==> config.mk <==
export PLATFORM = sky130hd
export DESIGN_NAME = conv_linebuf_scheduler
export DESIGN_NICKNAME = d
export VERILOG_FILES = /design/src/rtl/conv_linebuf_scheduler.sv
export SDC_FILE = /design/constraint.sdc
export NUM_CORES = 1
export LEC_CHECK = 0
export CORE_ASPECT_RATIO = 1.2
export CORE_MARGIN = 1.5
export CORE_UTILIZATION = 35
export CTS_CLUSTER_SIZE = 8
export DETAILED_ROUTE_END_ITERATION = 6
export PLACE_DENSITY_LB_ADDON = 0.05
export SYNTH_ARGS = -nofsm -noshare
export SYNTH_HDL_FRONTEND = slang
export SYNTH_SLANG_ARGS = --single-unit
==> constraint.sdc <==
create_clock -name clk -period 2.1 [get_ports clk]
set_input_delay 0.315 -clock clk [delete_from_list [all_inputs] [get_ports clk]]
set_output_delay 0.315 -clock clk [all_outputs]
set_load 0.1 [all_outputs]
==> src/rtl/conv_linebuf_scheduler.sv <==
// Write/read sequencer for the four-row line buffer feeding a 3x3 convolution window.
// Rows rotate through the buffers mod 4; the two previous rows are read alongside each live pixel.
module conv_linebuf_scheduler #(
    parameter int IMG_W = 640,
    parameter int IMG_H = 640,
    parameter int COL_W = 10,
    parameter int ROW_W = 10
) (
    input  logic             clk,
    input  logic             reset,
    input  logic             start,
    input  logic             in_valid,
    output logic             in_ready,
    output logic             wr_en,
    output logic [1:0]       wr_buf_sel,
    output logic [COL_W-1:0] wr_addr,
    output logic             rd_en,
    output logic [COL_W-1:0] rd_addr,
    output logic [1:0]       rd_sel_top,
    output logic [1:0]       rd_sel_mid,
    output logic             win_valid,
    input  logic             win_ready,
    output logic [ROW_W-1:0] row_idx,
    output logic             busy,
    output logic             frame_done
);

    typedef enum logic [2:0] {
        IDLE,
        FILL,
        RUN,
        DRAIN,
        DONE
    } state_t;

    localparam logic [COL_W-1:0] LAST_COL      = COL_W'(IMG_W - 1);
    localparam logic [ROW_W-1:0] LAST_ROW      = ROW_W'(IMG_H - 1);
    localparam logic [ROW_W-1:0] FILL_LAST_ROW = ROW_W'(1);
    localparam logic [COL_W-1:0] COL_ONE       = COL_W'(1);
    localparam logic [ROW_W-1:0] ROW_ONE       = ROW_W'(1);

    state_t           state_q, state_d;
    logic [COL_W-1:0] col_q, col_d;
    logic [ROW_W-1:0] row_q, row_d;
    logic [1:0]       sel_q, sel_d;
    logic             win_valid_q, win_valid_d;
    logic             accept;
    logic             row_end;

    always_ff @(posedge clk or negedge reset) begin
        if (!reset) begin
            state_q     <= IDLE;
            col_q       <= '0;
            row_q       <= '0;
            sel_q       <= '0;
            win_valid_q <= 1'b0;
        end else begin
            state_q     <= state_d;
            col_q       <= col_d;
            row_q       <= row_d;
            sel_q       <= sel_d;
            win_valid_q <= win_valid_d;
        end
    end

    always_comb begin
        state_d     = state_q;
        col_d       = col_q;
        row_d       = row_q;
        sel_d       = sel_q;
        win_valid_d = win_valid_q;
        in_ready    = 1'b0;
        frame_done  = 1'b0;
        row_end     = (col_q == LAST_COL);

        case (state_q)
            IDLE:    if (start) state_d = FILL;
            FILL:    in_ready = 1'b1;
            RUN:     in_ready = !win_valid_q || win_ready;
            DRAIN:   if (!win_valid_q || win_ready) state_d = DONE;
            DONE: begin
                frame_done = 1'b1;
                state_d    = IDLE;
                col_d      = '0;
                row_d      = '0;
                sel_d      = '0;
            end
            default: state_d = IDLE;
        endcase

        accept = in_valid && in_ready;

        // The last row holds its index so the counter never wraps inside a frame.
        if (accept) begin
            if (row_end) begin
                col_d = '0;
                sel_d = sel_q + 2'd1;
                if (row_q != LAST_ROW) row_d = row_q + ROW_ONE;
                if (state_q == FILL && row_q == FILL_LAST_ROW) state_d = RUN;
                if (state_q == RUN && row_q == LAST_ROW) state_d = DRAIN;
            end else begin
                col_d = col_q + COL_ONE;
            end
        end

        // A triplet appears one cycle after its read; it is held until taken.
        if (state_q == RUN && accept) begin
            win_valid_d = 1'b1;
        end else if (win_ready) begin
            win_valid_d = 1'b0;
        end
    end

    assign wr_en      = accept;
    assign rd_en      = accept && (state_q == RUN);
    assign wr_addr    = accept ? col_q : '0;
    assign rd_addr    = rd_en ? col_q : '0;
    assign wr_buf_sel = sel_q;
    assign rd_sel_top = sel_q - 2'd2;
    assign rd_sel_mid = sel_q - 2'd1;
    assign win_valid  = win_valid_q;
    assign row_idx    = row_q;
    assign busy       = (state_q != IDLE);

endmodule

# After elaboration in Yosys (flattened, before gate mapping)
# Cells that the tools add are included.
# word_totals
word_cells	52
reg_bits	26
input_bits	5
# op_classes
addsub	5
reduce_logical	11
muxes	23
eq_ne	8
# op_table
cell	count
$mux W10	9
$add A10 B1 Y10 const B	2
$eq A10 B10 Y1 const B	2
$mux W3	6
$eq A10 B1 Y1 const B	1
$ne A10 B10 Y1 const B	1
$pmux W3 S3	1
$eq A3 B2 Y1 const B	2
$mux W2	3
$logic_and A1 B1 Y1	4
$reduce_bool A2 Y1	2
$eq A3 B1 Y1 const B	1
$eq A3 B3 Y1 const B	1
$logic_not A3 Y1	1
$mux W1	3
$reduce_bool A3 Y1	1
$add A2 B1 Y2 const B	1
$pmux W1 S2	1
$reduce_or A2 Y1	1
$sub A2 B1 Y2 const B	1
$sub A2 B2 Y2 const B	1
$logic_not A1 Y1	1
$logic_or A1 B1 Y1	1

# Logic depth before layout (Yosys ltp)
# Gate-level depths: netlist (run 1).
# depth
ltp_word	8
depth_mapped	7
depth_no_buf	6

# Least setup slack after synthesis (run 1)
# OpenSTA, ideal clock, no wires.
# synth_timing
path_type	register -> output
from	reg win_valid_q, in the netlist win_valid
to	out wr_addr[3]
setup_slack_ns	-1.621
stages_incl_launch_ff	5
path_buffers	1
t_arrival_ns	3.406
t_required_ns	1.785
cell_sequence	dfrtp_1 nor2b_1 o21a_1 buf_6 nor3_1
# synth_via
elab_chain_cells	5
# synth_lines
item	line_no	rtl
from (decl)	46	logic win_valid_q, win_valid_d;
from (signal assigned)	62	win_valid_q <= win_valid_d;
$logic_not A1 Y1	79	RUN: in_ready = !win_valid_q || win_ready;
$logic_or A1 B1 Y1	79	
$pmux W1 S2	76	case (state_q)
$logic_and A1 B1 Y1	91	accept = in_valid && in_ready;
$mux W10	116	assign wr_addr = accept ? col_q : '0;
to (decl)	16	output logic [COL_W-1:0] wr_addr,
# Every way passes these cells.

# Final worst setup path (run 1)
# layout_timing
from	reg state_q[1]
to	out rd_addr[7]
# layout_via
elab_chain_cells	5
elab_cells_between_ends	6
classes_between	eq/ne: 2; mux: 2; reduce/logical: 2
# layout_lines
item	line_no	rtl
from (decl)	42	state_t state_q, state_d;
from (signal assigned)	58	state_q <= state_d;
$eq A3 B2 Y1 or $eq A3 B1 Y1 (tied branches)	76, 115	
$pmux W1 S2	76	
$logic_and A1 B1 Y1	91	
$logic_and A1 B1 Y1 *	115	assign rd_en = accept && (state_q == RUN);
$mux W10 *	117	assign rd_addr = rd_en ? col_q : '0;
to (decl)	18	output logic [COL_W-1:0] rd_addr,
# Every way passes the cells marked *; elsewhere a longest branch is shown, timed or not.

==> results of run 1 <==
==> worst max-delay path, cell delays in order (launching register included) <==
cell and delay (ns):
dfrtp_2 0.40, or2b_1 0.27, nor2_2 0.14, and3_4 0.21, buf_12 0.12, and2_4 0.15, buf_12 0.17
==> flip-flops by register name (all words and copies together) (netlist names) <==
register and cells:
state_q 3, win_valid 1, row_idx 10, wr_buf_sel 2, col_q 10
==> where the power goes <==
group	leakage (nW)	total (mW)	switching (mW)	internal [mW]
combinational	0.891	0.526	0.340	0.186
sequential	0.320	0.602	0.0569	0.545
clock	0.0357	0.427	0.172	0.255
==> metal layers <==
layer,wire [um],part of all wire
met4,24,0.0049
met3,130,0.026
met1,1890,0.38
met2,2900,0.59
met5,0,0
==> layout make-up <==
type,instances,area (um^2)
inverters,6,22.5
multi-input cells,152,1050
clock buffers,3,41.3
flip-flops and latches,26,669
well taps,58,72.6
clock inverters,1,30.0
fillers,419,1810
repair buffers,74,895
==> worst max path at each step <==
stage,startpoint,end,slack (ns),depth (start not counted)
after floorplan,win_valid,wr_addr[3],-0.11,4
after global placement,win_ready,row_idx[2],0.06,6
after detailed placement,win_ready,row_idx[2],0.02,6
after CTS,state_q[1],rd_addr[7],-0.003,6
after global routing,state_q[1],rd_addr[7],-0.02,6
final,state_q[1],rd_addr[7],0.05,6
==> repair_timing <==
| action | 4_1_cts | 5_1_grt |
|---|---|---|
| resized for setup | 4 | 3 |
| buffers inserted | 1 | 3 |
| hold buffers | 0 | 0 |
| pin swaps | 0 | 2 |
| setup endpoints to repair | 11 | 12 |
==> cell families (layout without fill, tap and decap cells) <==
| family | count (synthesis) | after routing | synth area share |
|---|---|---|---|
| AO/OA/AOI/OAI | 30 | 30 | 0.107 |
| multiplexers | 9 | 9 | 0.0563 |
| AND/OR/NAND/NOR | 106 | 106 | 0.359 |
| flip-flops | 26 | 26 | 0.390 |
| XOR/XNOR | 4 | 4 | 0.0210 |
| adder cells (fa/ha/maj) | 3 | 3 | 0.0225 |
| buffers and inverters | 14 | 84 | 0.0443 |
==> cell usage after synthesis (2+ instances only) <==
| cell | count | area (um^2) |
|---|---|---|
| xnor2_1 | 2 | 17.5 |
| xor2_1 | 2 | 17.5 |
| o21ai_0 | 12 | 60.1 |
| o21a_1 | 2 | 15.0 |
| nor2_1 | 13 | 48.8 |
| nand2_1 | 20 | 75.1 |
| dfrtp_1 | 26 | 651 |
| buf_2 | 2 | 10.0 |
| and3_1 | 13 | 81.3 |
| nand3_1 | 12 | 60.1 |
| nor4_1 | 3 | 18.8 |
| mux2i_1 | 6 | 60.1 |
| a22o_1 | 3 | 26.3 |
| ha_1 | 3 | 37.5 |
| buf_6 | 2 | 22.5 |
| clkbuf_1 | 3 | 11.3 |
| nor3_1 | 7 | 35.0 |
| mux2_2 | 3 | 33.8 |
| nor2b_1 | 5 | 31.3 |
| a21oi_1 | 9 | 45.0 |
| and2_1 | 13 | 81.3 |
| inv_1 | 6 | 22.5 |
| nand2b_1 | 3 | 18.8 |
| or2_2 | 4 | 25.0 |
| nand4_1 | 3 | 18.8 |
==> stage by stage <==
| stage | utilization | cells | setup WS, ns |
|---|---|---|---|
| 2_1_floorplan | - | 192 | -0.111 |
| 3_3_place_gp | 0.578 | 312 | 0.0602 |
| 3_5_place_dp | 0.578 | 312 | 0.0173 |
| 4_1_cts | 0.597 | 317 | -0.00347 |
| 5_1_grt | 0.605 | 320 | -0.0236 |
| 6_report | 0.605 | 320 | 0.0469 |
==> qor.yml, run 1 <==
outcome:
  status: "completed"
logic_synthesis:
  ys_warn_count: 0
  synthFlopType: "dfrtp_1"
  yosysUniqueCellTypes: 40
  async_flop_share: 1.00
  synth_area_per_cell_um2: 8.68
  netlist_instances: 192
  synth_edf_count: 0
  netlist_area_um2: 1670
  ys_seq_area_frac: 0.390
  ys_ff_latch: 26
  syn_nets: 200
finish:
  nets: 271
  drive_above_1_share: 0.492
  final_common_cell: "buf_4"
  layout_common_cells: "buf_4, buf_12, nand2_1, dfrtp_1"
  antenna_cells: 0
  syn2layout_area_growth_pct: 66.8
  design_area_um2: 2780
worst_setup_path:
  arrival_ns: 1.74
  crit_required_ns: 1.78
  crit_fanout: 11
  endpoint_kind: "output port"
  reg2reg_slack_ns: 0.13
  reg2regPathDepth: 6
  r2r_end: "row_idx[2]"
  crit_type: "reg -> out"
  start_kind: "flop"
  regToRegStartpoint: "col_q[0]"
clock_tree:
  htreeDepth: 1
  cts_max_path_buffers: 2
  cts_tree: "done"
  cts_root_buffer: "clkbuf_8"
  clk_latency_ns: 0.27
  cts_sinks: 26
  cts_buffers: 3
  cts.clk_slew.worst_paths_ns: 0.10
sta:
  period_share: 0.978
  fin_skew_ns: 0.00411
  slew_violations: 0
  relSlewSlack: 0.738
  setup_viol: 0
  worstMarginPinSlew_ns: 0.390
  rsz0062_at_grt: "yes"
  finalHoldViolCount: 0
  clock.fmax_mhz: 487
  post-route-min-period_ns: 2.05
  fin_hold_ws_ns: 0.413
  finalSetupTns_ns: 0
die:
  die_h_um: 78.6
  dieArea_um2: 5190
  rows: 27
  io_pins: 47
  die_w_um: 66.0
  start_util: 0.363
  core_area_um2: 4590
power:
  leakage_nw: 1.25
  p_total_mw: 1.56
  powerDensity_nw_per_um2: 559
  ir_worst_vdd_mv: 0.627
global_route:
  grt-busiest-layer: "met2"
  grt_pass1_wl_um: 8140
  met3_usage: 0.0186
  grt_max_degree: 27
  track_usage: 0.202
  grt-ovfl-total: 0
  use_met2: 0.391
  grt_use_met1: 0.238
  antenna_found_initial: 0
  grt_pass1_vias: 1714
place:
  gp_congestion: 0.804
  dpl_cell_area_um2: 2660
  dp_hpwl_um: 3700
  port_buffers: 46
route:
  drt_iter0_drc: 113
  wl_per_cell_um: 15.5
  num_vias: 1673
  drt_wl_total_um: 4950
  via_per_inst: 5.23
  ant_nets: 0
  first_pass_iters: 4
  drc: 0
worst_hold_path:
  timing.hold.worst.class: "in -> async"
job:
  drv_cap: 0
No activity file was read; power rests on OpenSTA's default activity.
==> run 2: changes to the inputs <==
--- a/config.mk
+++ b/config.mk
@@ -5,6 +5,7 @@
 export SDC_FILE = /design/constraint.sdc
 export NUM_CORES = 1
 export LEC_CHECK = 0
+export ABC_CLOCK_PERIOD_IN_PS = 2100
 export CORE_ASPECT_RATIO = 1.2
 export CORE_MARGIN = 1.5
 export CORE_UTILIZATION = 35
==> results of run 2 <==
No change in the layout: final DEF, timing and power equal those of run 1.
==> run 3: changes to the inputs <==
--- a/config.mk
+++ b/config.mk
@@ -11,6 +11,7 @@
 export CORE_UTILIZATION = 35
 export CTS_CLUSTER_SIZE = 8
 export DETAILED_ROUTE_END_ITERATION = 6
+export GPL_ROUTABILITY_DRIVEN = 0
 export PLACE_DENSITY_LB_ADDON = 0.05
 export SYNTH_ARGS = -nofsm -noshare
 export SYNTH_HDL_FRONTEND = slang
==> results of run 3 <==
No change in the layout: final DEF, timing and power equal those of run 1.
